**src/rtl/router_port_monitor.sv**
```systemverilog
// Per-terminal router output monitor: starvation, pop-without-pending and misroute detection,
// sticky flags, saturating error count and per-terminal packet counters.
// Optional: define ROUTER_MON_BCAST_EN to accept an all-ones destination at every terminal.
module router_port_monitor #(
  parameter int unsigned ROWS    = 4,
  parameter int unsigned COLUMS  = 4,
  parameter int unsigned PCK_SZ  = 40,
  parameter int unsigned DST_MSB = 39,
  parameter int unsigned DST_LSB = 34,
  parameter int unsigned TIMEOUT = 128,
  parameter int unsigned CNT_W   = 16,
  localparam int unsigned N_TERMS = 2 * ROWS + 2 * COLUMS,
  localparam int unsigned SEL_W   = (N_TERMS > 1) ? $clog2(N_TERMS) : 1
) (
  input  logic                clk,
  input  logic                reset,
  input  logic [PCK_SZ-1:0]   data_out [N_TERMS],
  input  logic [N_TERMS-1:0]  pndng,
  input  logic [N_TERMS-1:0]  pop,
  input  logic                clr,
  input  logic [SEL_W-1:0]    cnt_sel,
  output logic [N_TERMS-1:0]  timeout_err,
  output logic [N_TERMS-1:0]  dst_err,
  output logic [N_TERMS-1:0]  pop_err,
  output logic                err_any,
  output logic [CNT_W-1:0]    err_cnt,
  output logic [CNT_W-1:0]    pkt_cnt_rd
);

  localparam int unsigned WAIT_W = $clog2(TIMEOUT + 1);
  localparam int unsigned DST_W  = DST_MSB - DST_LSB + 1;
  localparam int unsigned EV_W   = $clog2(3 * N_TERMS + 1);
  localparam int unsigned SUM_W  = CNT_W + EV_W;

  logic [WAIT_W-1:0]  r_wait      [N_TERMS];
  logic [CNT_W-1:0]   r_pkt_cnt   [N_TERMS];
  logic [N_TERMS-1:0] r_timeout_err, r_dst_err, r_pop_err;
  logic               r_err_any;
  logic [CNT_W-1:0]   r_err_cnt, r_pkt_cnt_rd;

  logic [N_TERMS-1:0] w_accept, w_stall, w_to_ev, w_pop_ev, w_dst_ev;
  logic [EV_W-1:0]    w_ev_num;
  logic [SUM_W-1:0]   w_err_sum;
  logic [CNT_W-1:0]   w_err_cnt_d;
  logic [CNT_W-1:0]   w_pkt_sel;

  for (genvar g = 0; g < N_TERMS; g++) begin : g_term
    logic [DST_W-1:0] w_dst;
    logic             w_bcast;
    logic             w_mismatch;
    logic             w_unused_bits;

    assign w_dst = data_out[g][DST_MSB:DST_LSB];
`ifdef ROUTER_MON_BCAST_EN
    assign w_bcast = &w_dst;
`else
    assign w_bcast = 1'b0;
`endif
    // Compare at 32 bits so a terminal index wider than the field is never aliased.
    assign w_mismatch    = (32'(w_dst) != 32'(g));
    assign w_unused_bits = ^data_out[g];

    assign w_accept[g] = pndng[g] & pop[g];
    assign w_stall[g]  = pndng[g] & ~pop[g];
    assign w_to_ev[g]  = w_stall[g] & (r_wait[g] == WAIT_W'(TIMEOUT - 1));
    assign w_pop_ev[g] = pop[g] & ~pndng[g];
    assign w_dst_ev[g] = w_accept[g] & w_mismatch & ~w_bcast;
  end

  always_comb begin
    w_ev_num = '0;
    for (int i = 0; i < N_TERMS; i++) begin
      w_ev_num = w_ev_num + EV_W'(w_to_ev[i]) + EV_W'(w_pop_ev[i]) + EV_W'(w_dst_ev[i]);
    end
  end

  assign w_err_sum   = SUM_W'(r_err_cnt) + SUM_W'(w_ev_num);
  assign w_err_cnt_d = (w_err_sum > SUM_W'({CNT_W{1'b1}})) ? {CNT_W{1'b1}}
                                                          : w_err_sum[CNT_W-1:0];

  always_comb begin
    w_pkt_sel = '0;
    if (32'(cnt_sel) < N_TERMS) begin
      w_pkt_sel = r_pkt_cnt[cnt_sel];
    end
  end

  // Wait counters saturate at TIMEOUT so a stall episode raises at most one timeout event.
  always_ff @(posedge clk or negedge reset) begin
    if (!reset) begin
      for (int i = 0; i < N_TERMS; i++) begin
        r_wait[i]    <= '0;
        r_pkt_cnt[i] <= '0;
      end
    end else if (clr) begin
      for (int i = 0; i < N_TERMS; i++) begin
        r_wait[i]    <= '0;
        r_pkt_cnt[i] <= '0;
      end
    end else begin
      for (int i = 0; i < N_TERMS; i++) begin
        if (w_stall[i]) begin
          if (r_wait[i] != WAIT_W'(TIMEOUT)) begin
            r_wait[i] <= r_wait[i] + 1'b1;
          end
        end else begin
          r_wait[i] <= '0;
        end
        if (w_accept[i]) begin
          r_pkt_cnt[i] <= r_pkt_cnt[i] + 1'b1;
        end
      end
    end
  end

  always_ff @(posedge clk or negedge reset) begin
    if (!reset) begin
      r_timeout_err <= '0;
      r_dst_err     <= '0;
      r_pop_err     <= '0;
      r_err_any     <= 1'b0;
      r_err_cnt     <= '0;
      r_pkt_cnt_rd  <= '0;
    end else if (clr) begin
      r_timeout_err <= '0;
      r_dst_err     <= '0;
      r_pop_err     <= '0;
      r_err_any     <= 1'b0;
      r_err_cnt     <= '0;
      r_pkt_cnt_rd  <= '0;
    end else begin
      r_timeout_err <= r_timeout_err | w_to_ev;
      r_dst_err     <= r_dst_err | w_dst_ev;
      r_pop_err     <= r_pop_err | w_pop_ev;
      r_err_any     <= |{r_timeout_err, r_dst_err, r_pop_err};
      r_err_cnt     <= w_err_cnt_d;
      r_pkt_cnt_rd  <= w_pkt_sel;
    end
  end

  assign timeout_err = r_timeout_err;
  assign dst_err     = r_dst_err;
  assign pop_err     = r_pop_err;
  assign err_any     = r_err_any;
  assign err_cnt     = r_err_cnt;
  assign pkt_cnt_rd  = r_pkt_cnt_rd;

endmodule

```
**config.mk**
```make
export PLATFORM = sky130hd
export DESIGN_NAME = router_port_monitor
export DESIGN_NICKNAME = d
export VERILOG_FILES = /design/src/rtl/router_port_monitor.sv
export SDC_FILE = /design/constraint.sdc
export NUM_CORES = 1
export LEC_CHECK = 0
export CORE_AREA = 5 5 297 299
export CTS_CLUSTER_SIZE = 28
export DETAILED_ROUTE_END_ITERATION = 16
export DIE_AREA = 0 0 302 304
export PLACE_DENSITY = 0.66
export SYNTH_ARGS = -nofsm -noshare
export SYNTH_HDL_FRONTEND = slang
export SYNTH_SLANG_ARGS = --single-unit
export TNS_END_PERCENT = 100
```
**constraint.sdc**
```tcl
create_clock -name clk -period 21.8 [get_ports clk]
set_input_delay 3.27 -clock clk [delete_from_list [all_inputs] [get_ports clk]]
set_output_delay 3.27 -clock clk [all_outputs]
set_load 0.1 [all_outputs]
```
### After elaboration in Yosys (flattened, before gate mapping)

Index checks and enable logic that the tools add are counted.

* shifts and indexed selects: 0
* magnitude comparators: 2
* eq/ne operators: 63
* $add $sub $neg: 80
* multiply operators: 0
* bitwise gates (word level): 116
* reductions and logical operators: 18
* div/mod/pow operators: 0
* multiplexer cells: 60

Operators by type and width (number)
* 16-bit two-way mux: 24
* 16-bit by 1-bit adder with 16-bit output, second input constant: 16
* 256-bit two-way mux: 1
* 8-bit two-way mux: 32
* 6-bit by 1-bit adder with 6-bit output: 42
* 8-bit by 1-bit adder with 8-bit output, second input constant: 16
* 8-bit by 7-bit equality test with 1-bit output, second input constant: 16
* 128-bit two-way mux: 1
* 8-bit inequality test, second input constant: 16
* 1-bit AND: 80
* 16-bit binary-select mux with 4-bit select: 1
* 3-bit by 2-bit inequality test with 1-bit output, second input constant: 16
* 6-bit by 4-bit inequality test with 1-bit output, second input constant: 8
* 16-bit bitwise OR: 3
* 48-bit OR reduction: 1
* 1-bit inverter: 32
* 2-bit nonzero test: 16
* 6-bit by 3-bit inequality test with 1-bit output, second input constant: 4
* 16-bit by 6-bit adder with 17-bit output: 1
* 17-bit by 16-bit greater-than comparator with 1-bit output, second input constant: 1
* 6-bit by 2-bit inequality test with 1-bit output, second input constant: 2
* 5-bit by 1-bit adder with 6-bit output: 1
* 6-bit by 1-bit inequality test with 1-bit output, second input constant: 1
* 6-bit nonzero test: 1
* 7 further kinds: 7

* register bits after elaboration: 465
* memories: 0
* memory bits (read-only): 0
* output and inout bits: 81
* latch bits: 0
* memory bits (writable): 0
* logic and storage cells: 377
* input port bits: 679

### Depth between registers and ports, before layout

* depth in word-level cells: 54
* gate-level depth with buffers: 23
* gate-level depth less buffers: 20

### Least setup slack after synthesis

OpenSTA, ideal clock, no wires.

* path kind: in2reg
* start: input data_out[315] (netlist bit)
* end: register r_err_cnt[11], in the netlist err_cnt[11]
* data arrival time: 9.810 ns
* buffers on the path: 2
* slack: 11.853 ns
* data required time: 21.663 ns
* setup time: 0.137 ns
* cell stages on the path: 21
* path through: or4b_2 > o31ai_1 > fa_1 > inv_1 > fa_1 > inv_1 > fa_1 > fa_1 > fa_1 > fa_1 > inv_1 > fa_1 > fa_1 > fa_1 > a211oi_1 > o21ai_0 > o311a_1 > buf_2 > nand3_1 > buf_2 > a31oi_1

* cells in the longest elaborated chain, start to end: 28

RTL lines
* start, declared: RTL line 17 `input logic [PCK_SZ-1:0] data_out [N_TERMS],`
* 6-bit by 4-bit inequality test with 1-bit output *: RTL line 60 `assign w_mismatch = (32'(w_dst) != 32'(g));`
* 1-bit AND *: RTL line 67 `assign w_dst_ev[g] = w_accept[g] & w_mismatch & ~w_bcast;`
* 6-bit by 1-bit adder with 6-bit output * (22 in series): RTL line 73 `w_ev_num = w_ev_num + EV_W'(w_to_ev[i]) + EV_W'(w_pop_ev[i]) + EV_W'(w_dst_ev[i]);`
* 16-bit by 6-bit adder with 17-bit output *: RTL line 77 `assign w_err_sum = SUM_W'(r_err_cnt) + SUM_W'(w_ev_num);`
* 17-bit by 16-bit greater-than comparator with 1-bit output: RTL line 78 `assign w_err_cnt_d = (w_err_sum > SUM_W'({CNT_W{1'b1}})) ? {CNT_W{1'b1}}`
* 16-bit two-way mux *: RTL line 78
* 16-bit two-way mux *: RTL line 124 `end else if (clr) begin`
* end signal, assigned: RTL line 136 `r_err_cnt <= w_err_cnt_d;`
* end, declared: RTL line 39 `logic [CNT_W-1:0] r_err_cnt, r_pkt_cnt_rd;`

Every way passes the cells marked *; elsewhere a longest branch is shown, timed or not.
A chain may end at the register's enable or synchronous reset.

### Worst setup path after layout

* start: input pop[2]
* end: register r_err_cnt[5], in the netlist err_cnt[5]

* cells in the longest elaborated chain, start to end: 49
* elaborated cells between the ends (all ways): 52
* classes of those cells: add/sub: 43; order compare: 1; mux: 2; bitwise: 6

RTL lines
* start, declared: RTL line 19 `input logic [N_TERMS-1:0] pop,`
* 1-bit inverter: RTL line 64 `assign w_stall[g] = pndng[g] & ~pop[g];`
* 1-bit AND: RTL line 64
* 1-bit AND: RTL line 65 `assign w_to_ev[g] = w_stall[g] & (r_wait[g] == WAIT_W'(TIMEOUT - 1));`
* 6-bit by 1-bit adder with 6-bit output (2 in series): RTL line 73
* 6-bit by 1-bit adder with 6-bit output * (40 in series): RTL line 73
* 16-bit by 6-bit adder with 17-bit output *: RTL line 77
* 17-bit by 16-bit greater-than comparator with 1-bit output: RTL line 78
* 16-bit two-way mux *: RTL line 78
* 16-bit two-way mux *: RTL line 124

Marks and branches as above.

==> results.ini <==
[worst_hold_path]
hp-start = dst_err[12]$_DFF_PN0_
hp-class = register to register
min_to = dst_err[12]$_DFF_PN0_
whs_path_depth = 2

[logic_synthesis]
synthAdderAreaFrac_pct = 6.55
synth_compound_area_share_pct = 6.27
synthXorXnorAreaFrac_pct = 8.61
seq_area_frac_synth_pct = 45.2
synthTopCellsByArea = dfrtp_1 45%, xor2_1 5.0%, nor2_1 4.9%, mux4_2 4.6%, xnor2_1 3.6%
synth.net_count = 3336
synth-warning-count = 0
yosysTopAreaCellShare_pct = 45.2
synth_cell_types = 59
ys_ff_latch = 465
synthTopCellsByCount = 465 x dfrtp_1, 337 x nor2_1, 158 x a21oi_1, 156 x nand2_1, 151 x inv_1
synthFlopType = dfrtp_1
synthesis.area_sq_um = 25700
avgSynthCellArea_sq_um = 10.1
synth_simple_gate_area_share_pct = 21.7
synth_top_family_by_area = simple AND/OR/NAND/NOR gates
yosys.area.top_type = dfrtp_1
ys_async_sr_fraction_pct = 100
syn_inst = 2547
synth_edf_count = 0
synthMuxAreaShare_pct = 7.94
synth_most_common_cell = dfrtp_1

[clock_tree]
clk_latency_ps = 620
cts_resized = 0
clockBufferDepth = 3
post_cts_buffers = 0
cts_inserted_buffers = 50
holdBufCountCts = 0
cts_max_level = 2
cts_sinks = 465
cts_tree = done
clockRootBuffer = clkbuf_16
clkTransAtPathRegs_ps = 60

[floorplan]
placementRows = 107
pin_count = 760
die_w_microns = 302
core_sq_um = 84900
start_util_pct = 30.3
die_y_microns = 304
die-area_sq_um = 91800

[place]
dp.cells = 3846
port_buffers = 215
gp_congestion = 0.852
preCtsSetupSlack_ps = 10250
post-dp-hpwl_mm = 52.7

[timing]
fin_ws_ps = 10920
tns_ps = 0
clock_skew_ps = 48.5
min_period_over_period_pct = 49.9
rsz0062_at_grt = false
relSlewSlack_pct = 14.8
clock.fmax_mhz = 91.9
setup_violations = 0
hold_violations = 0
tightest_slew_ps = 1270
slew_viol_final = 0
finalCriticalPeriod_ps = 10880

[setup_path]
start_kind = input port
reg2reg_slack_ps = 13700
critPathMostFrequentCell = fa_1
r2r_start = r_wait[104]$_DFFE_PN0P_
end_kind = register
crit_required_ps = 22260
max_stage_delay_ps = 940
crit_chain = clkdlybuf4s50_1, nand2b_1, nor4_1, fa_1, inv_1, fa_1, fa_1, fa_1, fa_1, fa_1, inv_1, fa_1, fa_1, fa_1, a211oi_1, o21ai_0, o311a_1, nand3_1, a21oi_1
reg2regPathDepth = 19
cp_slowest_cell = nor4_1
reg2reg_to = err_cnt[5]$_DFF_PN0_
worstPathMaxFanout = 11
worstPathArrival_ps = 11340
crit_type = input port to register

[global_routing]
gr-usage-all-layers_pct = 15.4
grt_max_degree = 161
overflow = 0
grt_pass1_wl_mm = 113
grt_pass1_vias = 19800
grt_antenna_before_repair = 7

[power_and_ir_drop]
power.density_nw_per_um2 = 73.8
power_frac_seq_pct = 39.4
intPower_mw = 1.59
sw_frac_of_total_pct = 30.2
vdd_ir_drop_max_uv = 141
total_power_mw = 2.27
p_clk_share_pct = 39.8
leakage_nw = 12.7
power_switching_mw = 0.686
pwr-share-comb_pct = 20.7

[routing]
drt_iter0_drc = 1577
wire_per_inst_microns = 18.3
first_pass_iters = 5
drt-total-wl_mm = 72.0
drc_errors = 0
avgViaCountPerCell = 5.07
via_count = 20000
ant_nets = 0

[finish]
fillers = 8479
postLayoutCoreUtil_pct = 36.3
final_nets = 3543
syn_to_final_growth_pct = 19.7
drive_gt1_share_pct = 5.80
fin_cells = 3942

[run_status]
status = finished, final reports clean

[run]
drv_cap = 0

## sequential cells by signal (all words and copies together), names as in the netlist
register and cells:
pop_err 16, r_wait 128, pkt_cnt_rd 16, dst_err 16, timeout_err 16, err_any 1
r_pkt_cnt 256, err_cnt 16
## stage by stage
| step | area [sq um] | hold WS (ps) |
|---|---|---|
| floorplan | 25700 | 486 |
| global placement | 29100 | 515 |
| detailed placement | 29100 | 513 |
| CTS | 30800 | 538 |
| global route | 30800 | 557 |
| finish | 30800 | 539 |
## power groups by stage
stage                     clock network (mW)  logic [mW]  registers, mW
after global routing                   0.959       0.527          0.898
after floorplan                            0       0.264          0.968
final                                  0.906       0.471          0.897
after CTS                              0.925       0.478          0.896
after global placement                     0       0.469          0.912
after detailed placement                   0       0.474          0.912
## worst max-delay path by stage
| stage | from | endpoint | slack [ps] | cells after the start |
|---|---|---|---|---|
| 4_1_cts | pop[2] | err_cnt[5]$_DFF_PN0_ | 10890 | 19 |
| 5_1_grt | pop[2] | err_cnt[5]$_DFF_PN0_ | 10600 | 19 |
| 2_1_floorplan | data_out[315] | err_cnt[11]$_DFF_PN0_ | 11850 | 21 |
| 3_3_place_gp | pop[2] | err_cnt[11]$_DFF_PN0_ | 10310 | 19 |
| 6_report | pop[2] | err_cnt[5]$_DFF_PN0_ | 10920 | 19 |
| 3_5_place_dp | pop[2] | err_cnt[11]$_DFF_PN0_ | 10250 | 19 |
## critical path: cells and delay by family
kind / cells / cell delay [ps]
AOI/OAI and AO/OA: 4 / 1090
adders and majority gates: 9 / 4570
buffers and inverters: 3 / 700
and+or+nand+nor: 3 / 1690
## routing by layer
layer	share of wire (%)	global-route usage (%)
met5	0.047	0
met4	2.6	4.30
met3	6.6	2.98
met2	45	24.0
met1	46	21.9
## logic make-up after synthesis
kind of cell               count (synthesis)
muxes                                     93
xor gates and xnor gates                 253
and+or+nand+nor                         1101
AOI/OAI and AO/OA                        297
buffers and inverters                    228
adders and majority gates                110
DFF                                      465
## layout make-up
| cell class | count | area, sq um | share of cell area [%] |
|---|---|---|---|
| clock inverter | 21 | 352 | 1.14 |
| clock buffer | 72 | 1370 | 4.46 |
| sequential | 465 | 11600 | 37.8 |
| timing repair buffer | 232 | 2290 | 7.45 |
| inverter | 151 | 567 | 1.84 |
| tap | 1144 | 1430 | 4.65 |
| antenna | 3 | 7.51 | 0.0244 |
| multi-input combinational | 1854 | 13100 | 42.6 |
## placed cells by master (no fill, tap or decap), drive strengths merged, types with 18 or more instances in the layout
cell type and instances:
a21oi 158, and2 39, and3 40, and4 37
buf 21, clkbuf 72, clkdlybuf4s50 211, dfrtp 465
fa 41, ha 69, inv 152, mux4 80
nand2 156, nand2b 39, nand3 146, nand4 80
nor2 337, nor3 64, nor4 34, o21ai 94
o31ai 18, or3 92, xnor2 105, xor2 148
Power figures use the tool's default switching activity.
